$ cat config.mk
export PLATFORM = sky130hd
export DESIGN_NAME = uram_stream_reader
export DESIGN_NICKNAME = d
export VERILOG_FILES = /design/src/rtl/uram_stream_reader_pkg.sv /design/src/rtl/uram_stream_reader_sync_fifo_fwft.sv /design/src/rtl/uram_stream_reader.sv
export SDC_FILE = /design/constraint.sdc
export NUM_CORES = 1
export LEC_CHECK = 0
export CORE_MARGIN = 4
export CORE_UTILIZATION = 45
export CTS_CLUSTER_DIAMETER = 50
export CTS_CLUSTER_SIZE = 14
export DETAILED_ROUTE_END_ITERATION = 6
export GPL_TIMING_DRIVEN = 0
export PLACE_DENSITY = 0.72
export SLEW_MARGIN = 0
export SYNTH_ARGS = -nofsm -noshare
export SYNTH_HDL_FRONTEND = slang
export SYNTH_SLANG_ARGS = --single-unit
$ cat constraint.sdc
create_clock -name clk -period 18.9 [get_ports clk]
set_clock_uncertainty 0.15 [all_clocks]
set_input_delay 4.725 -clock clk [delete_from_list [all_inputs] [get_ports clk]]
set_output_delay 4.725 -clock clk [all_outputs]
set_load 0.05 [all_outputs]
$ cat src/rtl/uram_stream_reader_pkg.sv
`default_nettype none
// +--------------------------------------------------------------------------+
// | uram_stream_reader_pkg                                                   |
// | Shared FSM encodings and URAM read-latency helper for the stream reader. |
// | Revision: 1.0                                                            |
// +--------------------------------------------------------------------------+
package uram_stream_reader_pkg;

    typedef enum logic [1:0] {
        ST_IDLE  = 2'd0,
        ST_ISSUE = 2'd1,
        ST_DRAIN = 2'd2
    } state_e;

    // Total read latency of the pipelined URAM wrapper: two fixed stages plus NBPIPE.
    function automatic int uram_lat(input int nbpipe);
        return nbpipe + 2;
    endfunction

endpackage
`default_nettype wire

$ cat src/rtl/uram_stream_reader_sync_fifo_fwft.sv
`default_nettype none
// +--------------------------------------------------------------------------+
// | sync_fifo_fwft                                                           |
// | Single-clock first-word-fall-through FIFO with full/empty/count outputs. |
// | Revision: 1.0                                                            |
// +--------------------------------------------------------------------------+
module sync_fifo_fwft #(
    parameter int WIDTH = 73,
    parameter int DEPTH = 8
) (
    input  logic                       clk,
    input  logic                       rst_n,
    input  logic                       wr_en,
    input  logic [WIDTH-1:0]           wr_data,
    input  logic                       rd_en,
    output logic [WIDTH-1:0]           rd_data,
    output logic                       full,
    output logic                       empty,
    output logic [$clog2(DEPTH):0]     count
);
    localparam int PW = $clog2(DEPTH);
    localparam int CW = PW + 1;

    logic [WIDTH-1:0] mem_q [DEPTH];
    logic [PW-1:0]    wr_ptr_q;
    logic [PW-1:0]    rd_ptr_q;
    logic [CW-1:0]    count_q;
    logic             do_wr;
    logic             do_rd;

    assign full    = (count_q == CW'(DEPTH));
    assign empty   = (count_q == '0);
    assign count   = count_q;
    assign rd_data = mem_q[rd_ptr_q];

    // A push into a full FIFO is only honoured when a pop frees the slot in the same cycle.
    assign do_rd = rd_en && !empty;
    assign do_wr = wr_en && (!full || do_rd);

    always_ff @(posedge clk or negedge rst_n) begin
        if (!rst_n) begin
            wr_ptr_q <= '0;
            rd_ptr_q <= '0;
            count_q  <= '0;
        end else begin
            if (do_wr) wr_ptr_q <= wr_ptr_q + PW'(1);
            if (do_rd) rd_ptr_q <= rd_ptr_q + PW'(1);
            case ({do_wr, do_rd})
                2'b10:   count_q <= count_q + CW'(1);
                2'b01:   count_q <= count_q - CW'(1);
                default: count_q <= count_q;
            endcase
        end
    end

    always_ff @(posedge clk) begin
        if (do_wr) mem_q[wr_ptr_q] <= wr_data;
    end

    a_fifo_no_overflow: assert property (@(posedge clk) disable iff (!rst_n)
        !(wr_en && full && !do_rd));

endmodule
`default_nettype wire

$ cat src/rtl/uram_stream_reader.sv
`default_nettype none
// +--------------------------------------------------------------------------+
// | uram_stream_reader                                                       |
// | Burst read initiator for a pipelined URAM, credit-flow-controlled stream.|
// | Revision: 1.0                                                            |
// +--------------------------------------------------------------------------+
module uram_stream_reader
    import uram_stream_reader_pkg::*;
#(
    parameter int AWIDTH     = 11,
    parameter int DWIDTH     = 72,
    parameter int NBPIPE     = 3,
    parameter int FIFO_DEPTH = 8
) (
    input  logic              clk,
    input  logic              rst_n,
    input  logic              cmd_valid,
    output logic              cmd_ready,
    input  logic [AWIDTH-1:0] cmd_addr,
    input  logic [AWIDTH:0]   cmd_len,
    output logic              mem_en,
    output logic              mem_we,
    output logic              mem_regce,
    output logic [AWIDTH-1:0] mem_addr,
    input  logic [DWIDTH-1:0] mem_dout,
    output logic              m_valid,
    input  logic              m_ready,
    output logic [DWIDTH-1:0] m_data,
    output logic              m_last,
    output logic              busy
);
    localparam int LAT = uram_lat(NBPIPE);
    localparam int CW  = $clog2(FIFO_DEPTH) + 1;

    if (FIFO_DEPTH < LAT + 1 || (FIFO_DEPTH & (FIFO_DEPTH - 1)) != 0) begin : g_bad_depth
        $error("uram_stream_reader: FIFO_DEPTH must be a power of two and >= LAT+1");
    end

    state_e            state_q;
    logic              cmd_ready_q;
    logic              busy_q;
    logic [AWIDTH-1:0] addr_q;
    logic [AWIDTH:0]   rem_q;
    logic [LAT-1:0]    tag_v_q;
    logic [LAT-1:0]    tag_l_q;
    logic [CW-1:0]     inflight_q;

    logic [CW-1:0]     fifo_count;
    logic              fifo_full;
    logic              fifo_empty;
    logic [DWIDTH:0]   fifo_rd;

    logic              credit;
    logic              issue;
    logic              issue_last;
    logic              capture;
    logic              pop;
    logic              last_pop;

    // Reads still in the URAM pipe already own a FIFO slot, so they count against credit.
    assign credit     = ({1'b0, inflight_q} + {1'b0, fifo_count}) < (CW+1)'(FIFO_DEPTH);
    assign issue      = (state_q == ST_ISSUE) && credit;
    assign issue_last = issue && (rem_q == (AWIDTH+1)'(1));
    assign capture    = tag_v_q[LAT-1];
    assign pop        = !fifo_empty && m_ready;
    assign last_pop   = pop && fifo_rd[DWIDTH];

    assign cmd_ready  = cmd_ready_q;
    assign busy       = busy_q;
    assign mem_en     = issue;
    assign mem_we     = 1'b0;
    assign mem_regce  = 1'b1;
    assign mem_addr   = addr_q;
    assign m_valid    = !fifo_empty;
    assign m_data     = fifo_empty ? '0 : fifo_rd[DWIDTH-1:0];
    assign m_last     = !fifo_empty && fifo_rd[DWIDTH];

    always_ff @(posedge clk or negedge rst_n) begin
        if (!rst_n) begin
            state_q     <= ST_IDLE;
            cmd_ready_q <= 1'b1;
            busy_q      <= 1'b0;
            addr_q      <= '0;
            rem_q       <= '0;
        end else begin
            case (state_q)
                ST_IDLE: begin
                    if (cmd_valid && cmd_len != '0) begin
                        state_q     <= ST_ISSUE;
                        cmd_ready_q <= 1'b0;
                        busy_q      <= 1'b1;
                        addr_q      <= cmd_addr;
                        rem_q       <= cmd_len;
                    end
                end
                ST_ISSUE: begin
                    if (issue) begin
                        addr_q <= addr_q + AWIDTH'(1);
                        rem_q  <= rem_q - (AWIDTH+1)'(1);
                        if (issue_last) state_q <= ST_DRAIN;
                    end
                end
                ST_DRAIN: begin
                    if (last_pop && inflight_q == '0 && fifo_count == CW'(1)) begin
                        state_q     <= ST_IDLE;
                        cmd_ready_q <= 1'b1;
                        busy_q      <= 1'b0;
                    end
                end
                default: begin
                    state_q     <= ST_IDLE;
                    cmd_ready_q <= 1'b1;
                    busy_q      <= 1'b0;
                end
            endcase
        end
    end

    always_ff @(posedge clk or negedge rst_n) begin
        if (!rst_n) begin
            tag_v_q    <= '0;
            tag_l_q    <= '0;
            inflight_q <= '0;
        end else begin
            tag_v_q <= {tag_v_q[LAT-2:0], issue};
            tag_l_q <= {tag_l_q[LAT-2:0], issue_last};
            case ({issue, capture})
                2'b10:   inflight_q <= inflight_q + CW'(1);
                2'b01:   inflight_q <= inflight_q - CW'(1);
                default: inflight_q <= inflight_q;
            endcase
        end
    end

    sync_fifo_fwft #(
        .WIDTH (DWIDTH + 1),
        .DEPTH (FIFO_DEPTH)
    ) u_fifo (
        .clk     (clk),
        .rst_n   (rst_n),
        .wr_en   (capture),
        .wr_data ({tag_l_q[LAT-1], mem_dout}),
        .rd_en   (pop),
        .rd_data (fifo_rd),
        .full    (fifo_full),
        .empty   (fifo_empty),
        .count   (fifo_count)
    );

    a_no_capture_into_full: assert property (@(posedge clk) disable iff (!rst_n)
        !(capture && fifo_full && !pop));

endmodule
`default_nettype wire

==> run_results.csv, run 1 <==
group,metric,value,unit
outcome,status,"completed",
critical_path,worst_setup_path_start_kind,"register",
power,p_leak,10.27,nW
critical_path,worst-r2r-setup-slack,15.57,ns
final_layout,final_layout_size_suffix_gt1_frac,0.2208,
critical_path,crit_type,"reg2out",
synth,syn-num-nets,1345,
floorplan,die-area,59420,um^2
route,first_pass_iters,4,
synth,synth_top_area_share,0.7011,
power,ir_drop,0.1470,mV
final_layout,mostFrequentLayoutCell,"edfxtp_1",
global_routing,antenna_found_initial,11,
cts,hold_buffers,0,
synth,synth-seq-cells,635,
global_routing,grt_max_degree,31,
floorplan,rows,86,
cts,cts-root-buf,"clkbuf_16",
critical_path,cp_max_fo,10,
route,antenna_left,0,
route,avgRoutedWirePerCell,23.49,um
route,top_layer_used,"met5",
route,viasPerCell,5.559,
global_routing,grt_overflow,0,
floorplan,start_util,0.4540,
synth,ys_top_cells_by_area,"edfxtp_1 70%, mux4_2 13%, dfrtp_1 5.0%, mux2i_1 3.2%, nor2_1 1.5%",
synth,postSynth.asyncResetShare,0.08031,
floorplan,core,55090,um^2
route,drt_iter0_drc,1010,
cts,clock_sinks,635,
timing,max_clock_freq,112.0,MHz
worst_hold_path,hold_path_class,"reg2reg",
timing,hold_slack,0.1954,ns
final_layout,fillers,4175,
power,power.density,172.3,nW/um^2
timing,setup_viol,0,
cts,cts_tree,"built",
critical_path,cp-end-kind,"output pin",
timing,finalMaxSlewViolations,0,
synth,yosys_warnings,0,
timing,tightest_slew,1.260,ns
floorplan,die_w,243.8,um
route,drc,0,
route,drt_wl_total,54680,um
cts,clk_pin_slew,0.07,ns
final_layout,nets,1657,
cts,clock_latency,0.61,ns
timing,min_period,8.932,ns
synth,ys_seq_area_frac,0.7522,
route,vias,12940,
timing,min_period_over_period,0.4726,
synth,ys.flop_type,"edfxtp_1",
timing,maxSlewHeadroom,0.1598,
flow_run,cap_violations,0,
route,wl_met2,27160,um
cts,cts_made_buffers,61,
synth,syn_inst,1230,
floorplan,io_pins,189,
synth,synth-edff-count,584,
route,route.met3.wl,3889,um
floorplan,die_y,243.8,um
route,wl_met1,22610,um
cts,post-cts-setup-buffer-count,0,
timing,finalHoldViolCount,0,
placement,portBuffers,186,
critical_path,arrival,4.06,ns
final_layout,syn2layout_area_growth,22.15,%
placement,pre_cts_ws,10.49,ns
cts,post_cts_resized,0,
global_routing,grt_pass1_wl,83220,um
global_routing,grt_pass1_vias,13510,
placement,gp_congestion,0.8316,
final_layout,layout_common_cells,"584 x edfxtp_1, 185 x clkdlybuf4s50_1, 146 x mux4_2, 98 x nor2_1, 79 x mux2i_1",
critical_path,cp_data_required_time,14.03,ns
cts,cts_max_path_buffers,3,
cts,h-tree-depth,2,
timing,worst_slack,9.968,ns
synth,synth_top_cell_by_area,"edfxtp_1",
synth,synth_area_per_cell,20.34,um^2
timing,rsz0062_at_grt,"false",
global_routing,grt_usage,0.1841,
synth,syn_area,25010,um^2
synth,ys_types,61,
placement,dp_hpwl,36140,um
==> final timing paths <==
path,depth (start not counted),to,from
worst max-delay path,8,m_data[61],u_fifo.count[0]
worst min-delay path,0,tag_l_q[4],tag_l_q[3]
worst max register to register,10,inflight_q[3],u_fifo.count[3]
worst min register to register,0,tag_l_q[4],tag_l_q[3]
max in group asynchronous,2,cmd_ready,rst_n
min in group asynchronous,1,rem_q[6],rst_n
==> worst max-delay path, cell delays in order, from the launching register on <==
cell and delay [ns]:
dfrtp_1 0.45, inv_1 0.12, ha_1 0.18, nand2b_1 0.08, nor2_1 0.13, clkbuf_1 0.94
clkbuf_1 0.53, nor2_1 0.24, clkdlybuf4s50_1 0.76
==> final cells by class <==
type / instances / area (um^2) / area share
clock inverter: 24 / 291.5 / 0.009541
inverter: 16 / 60.06 / 0.001966
timing repair buffer: 249 / 2663 / 0.08714
multi-input combinational: 514 / 5894 / 0.1929
sequential: 635 / 18810 / 0.6158
antenna: 4 / 10.01 / 0.0003276
clock buffer: 73 / 1593 / 0.05213
tap: 748 / 935.9 / 0.03063
buffer: 65 / 292.8 / 0.009582
==> cells in the mapped netlist (4+ instances only) <==
master	number
nand2b_1	7
inv_1	15
o31a_1	4
nand2_1	20
a31oi_1	4
a2bb2oi_1	4
a22oi_1	4
mux2i_1	79
nor4_1	5
o22a_1	4
a221oi_2	4
buf_1	14
nor3b_1	4
o22ai_1	9
dfrtp_1	50
nand3_1	9
o21ai_0	8
xnor2_1	8
nor3_1	14
clkbuf_1	23
buf_2	24
or4_1	4
edfxtp_1	584
nor2_1	101
a21oi_1	13
mux4_2	146
ha_1	15
==> layer usage <==
layer | vias to the layer above | GRT usage
met5 | - | 0
met3 | 87 | 0.04501
li1 | 5645 | -
met2 | 460 | 0.3044
met4 | 14 | 0.04523
met1 | 6735 | 0.2496
==> kinds of logic (layout without fill, tap and decap cells) <==
group	after synthesis	after routing	share of synthesized area
adders and majority gates	16	16	0.008304
AOI/OAI and AO/OA	74	74	0.02246
xor gates and xnor gates	11	11	0.003852
and+or+nand+nor	183	183	0.03437
muxes	228	228	0.1644
other	2	6	0.0003002
DFF	635	635	0.7522
buffers and inverters	81	427	0.01411
==> sequential cells by signal, summed over array words and instances, names as in the netlist <==
signal           count
busy                 1
cmd_ready            1
inflight_q           4
mem_addr            11
rem_q               12
state_q              2
tag_l_q              5
tag_v_q              5
u_fifo.count         4
u_fifo.mem_q       584
u_fifo.rd_ptr_q      3
u_fifo.wr_ptr_q      3
==> through the flow <==
step / power [W] / setup TNS (ns) / utilization / instances / cell area, um^2
after floorplan: 0.003384 / 0 / - / 1230 / 25010
after global placement: 0.004122 / -148.31 / 0.5048 / 2164 / 27810
after detailed placement: 0.004164 / 0 / 0.5202 / 2227 / 28660
after CTS: 0.005329 / 0 / 0.5544 / 2324 / 30540
after global routing: 0.005517 / 0 / 0.5545 / 2325 / 30550
final: 0.005265 / 0 / 0.5546 / 2328 / 30550
==> power breakdown <==
part	internal (W)	leakage, nW	switching (W)	total, W
logic	0.000869	3.46	0.00141	0.00228
registers	0.00175	5.90	0.0000815	0.00183
clock network	0.000647	0.919	0.000513	0.00116
Note: power is estimated with default switching activity, not from simulation.
==> run 2: changes to the inputs <==
==> constraint.sdc (replaced) <==
create_clock -name clk -period 8.62 [get_ports clk]
set_clock_uncertainty 0.15 [all_clocks]
set_input_delay 2.155 -clock clk [delete_from_list [all_inputs] [get_ports clk]]
set_output_delay 2.155 -clock clk [all_outputs]
set_load 0.05 [all_outputs]
==> run_results.csv, run 2 (synthesis results as in run 1) <==
group,metric,value,unit
critical_path,crit_family,"buffers and inverters",
power,switchingPower,0.004325,W
power,power.density,373.2,nW/um^2
floorplan,die_y,243.8,um
timing,max_clock_freq,158.9,MHz
cts,post-cts-setup-buffer-count,0,
route,drt_iter0_drc,1147,
timing,worst_slack,2.328,ns
final_layout,regMostFlops,"u_fifo.mem_q",
global_routing,grt_pass1_vias,13390,
final_layout,instances_no_fill,2303,
floorplan,rows,86,
critical_path,critPathBufInv,4,
floorplan,core,55090,um^2
timing,min_period_over_period,0.7299,
power,pwr-share-comb,0.441,
power,pwr-share-clk,0.205,
final_layout,final_layout_size_suffix_gt1_frac,0.2139,
route,avgRoutedWirePerCell,23.33,um
critical_path,worst_setup_path_start_kind,"register",
global_routing,grt_max_degree,27,
global_routing,antenna_found_initial,7,
route,vias,12750,
final_layout,largest_reg_flops,584,
final_layout,fillers,4238,
critical_path,cp-end-kind,"output pin",
route,drc,0,
global_routing,grt_usage,0.1816,
cts,cts_tree,"built",
placement,dp_hpwl,36100,um
power,switching_share,0.3822,
cts,cts_max_path_buffers,3,
timing,finalHoldViolCount,0,
flow_run,cap_violations,0,
cts,cts_made_buffers,57,
critical_path,crit_type,"reg2out",
route,first_pass_iters,5,
critical_path,crit_path_cell_trace,"inv_1, ha_1, nand2b_1, nor2_1, clkbuf_1, clkbuf_1, nor2_1, clkdlybuf4s50_1",
timing,tightest_slew,1.176,ns
critical_path,arrival,3.99,ns
cts,hold_buffers,0,
cts,cts-root-buf,"clkbuf_16",
placement,pre_cts_ws,2.826,ns
global_routing,grt_pass1_wl,82520,um
critical_path,cp_max_fo,10,
critical_path,slowest_stage,"clkbuf_1",
cts,h-tree-depth,2,
timing,setup_viol,0,
outcome,status,"completed",
critical_path,cp_data_required_time,6.32,ns
critical_path,critPathMaxStageDelay,0.88,ns
route,viasPerCell,5.538,
floorplan,start_util,0.4540,
route,drt_wl_total,53720,um
timing,finalMaxSlewViolations,0,
placement,placedCellCount,2219,
power,ir_drop,0.2275,mV
final_layout,layout_common_cells,"584 x edfxtp_1, 185 x clkdlybuf4s50_1, 146 x mux4_2, 98 x nor2_1, 79 x mux2i_1",
power,seq_power_share,0.354,
final_layout,syn2layout_area_growth,21.21,%
floorplan,die-area,59420,um^2
cts,clock_sinks,635,
timing,maxSlewHeadroom,0.2161,
placement,gp_congestion,0.8347,
route,antenna_left,0,
floorplan,io_pins,189,
final_layout,multiInputGateArea,5903,um^2
timing,min_period,6.292,ns
final_layout,seq_area,18810,um^2
worst_hold_path,hold_path_class,"reg2reg",
final_layout,nets,1645,
cts,clock_latency,0.61,ns
final_layout,mostFrequentLayoutCell,"edfxtp_1",
cts,clk_pin_slew,0.06,ns
cts,post_cts_resized,0,
power,p_int,0.006990,W
placement,portBuffers,186,
timing,rsz0062_at_grt,"false",
power,p_leak,10.14,nW
global_routing,grt_overflow,0,
floorplan,die_w,243.8,um
run 2: cell count changes in the layout (fill, tap and decap cells not counted), sizes merged:
cell,delta
inv,-4
clkbuf,-9
bufinv,-2
clkinvlp,+2
buf,-8
diode,-1
clkinv,-3
run 2: per-layer routing:
| metal | global-route usage | routed length (um) | up-vias |
|---|---|---|---|
| li1 | - | - | 5620 |
| met1 | 0.2506 | 22350 | 6629 |
| met2 | 0.3016 | 26800 | 431 |
| met3 | 0.04006 | 3701 | 67 |
| met4 | 0.03882 | 823 | 6 |
| met5 | 0 | 44 | - |
run 2: worst paths after layout:
kind                            startpoint                   to  slack (ns)  cells after the start
max                        u_fifo.count[0]           m_data[63]        2.33                      8
min                             tag_v_q[3]           tag_v_q[4]        0.19                      0
max reg2reg                u_fifo.count[0]  u_fifo.mem_q[3][28]        5.11                     10
min reg2reg                     tag_v_q[3]           tag_v_q[4]        0.19                      0
max in group asynchronous            rst_n            cmd_ready        6.25                      2
min in group asynchronous            rst_n          mem_addr[2]        1.43                      1
run 2: per-stage QoR:
| stage | total power, W | util | cell area [um^2] | hold slack [ns] | setup TNS [ns] |
|---|---|---|---|---|---|
| after global placement | 0.009010 | 0.5049 | 27820 | 0.1815 | -2069.59 |
| after global routing | 0.01186 | 0.5502 | 30310 | 0.2025 | 0 |
| after CTS | 0.01146 | 0.5502 | 30310 | 0.1952 | 0 |
| final | 0.01131 | 0.5503 | 30320 | 0.1937 | 0 |
| after floorplan | 0.007418 | - | 25020 | 0.1812 | 0 |
| after detailed placement | 0.009124 | 0.5200 | 28650 | 0.1871 | 0 |
run 2: layout make-up:
type	instances	area share
timing repair buffer	241	0.08720
tap	748	0.03087
clock buffer	64	0.04874
sequential	635	0.6206
multi-input combinational	514	0.1947
inverter	16	0.001981
buffer	65	0.009657
clock inverter	17	0.006025
antenna	3	0.0002476
run 2: power by group through the flow:
stage | Sequential (W) | Clock (W) | Combinational, W
after floorplan | 0.00415 | 0 | 0.00327
after global placement | 0.00415 | 0 | 0.00486
after detailed placement | 0.00407 | 0 | 0.00506
after CTS | 0.00401 | 0.00238 | 0.00507
after global routing | 0.00404 | 0.00251 | 0.00530
final | 0.00401 | 0.00232 | 0.00498
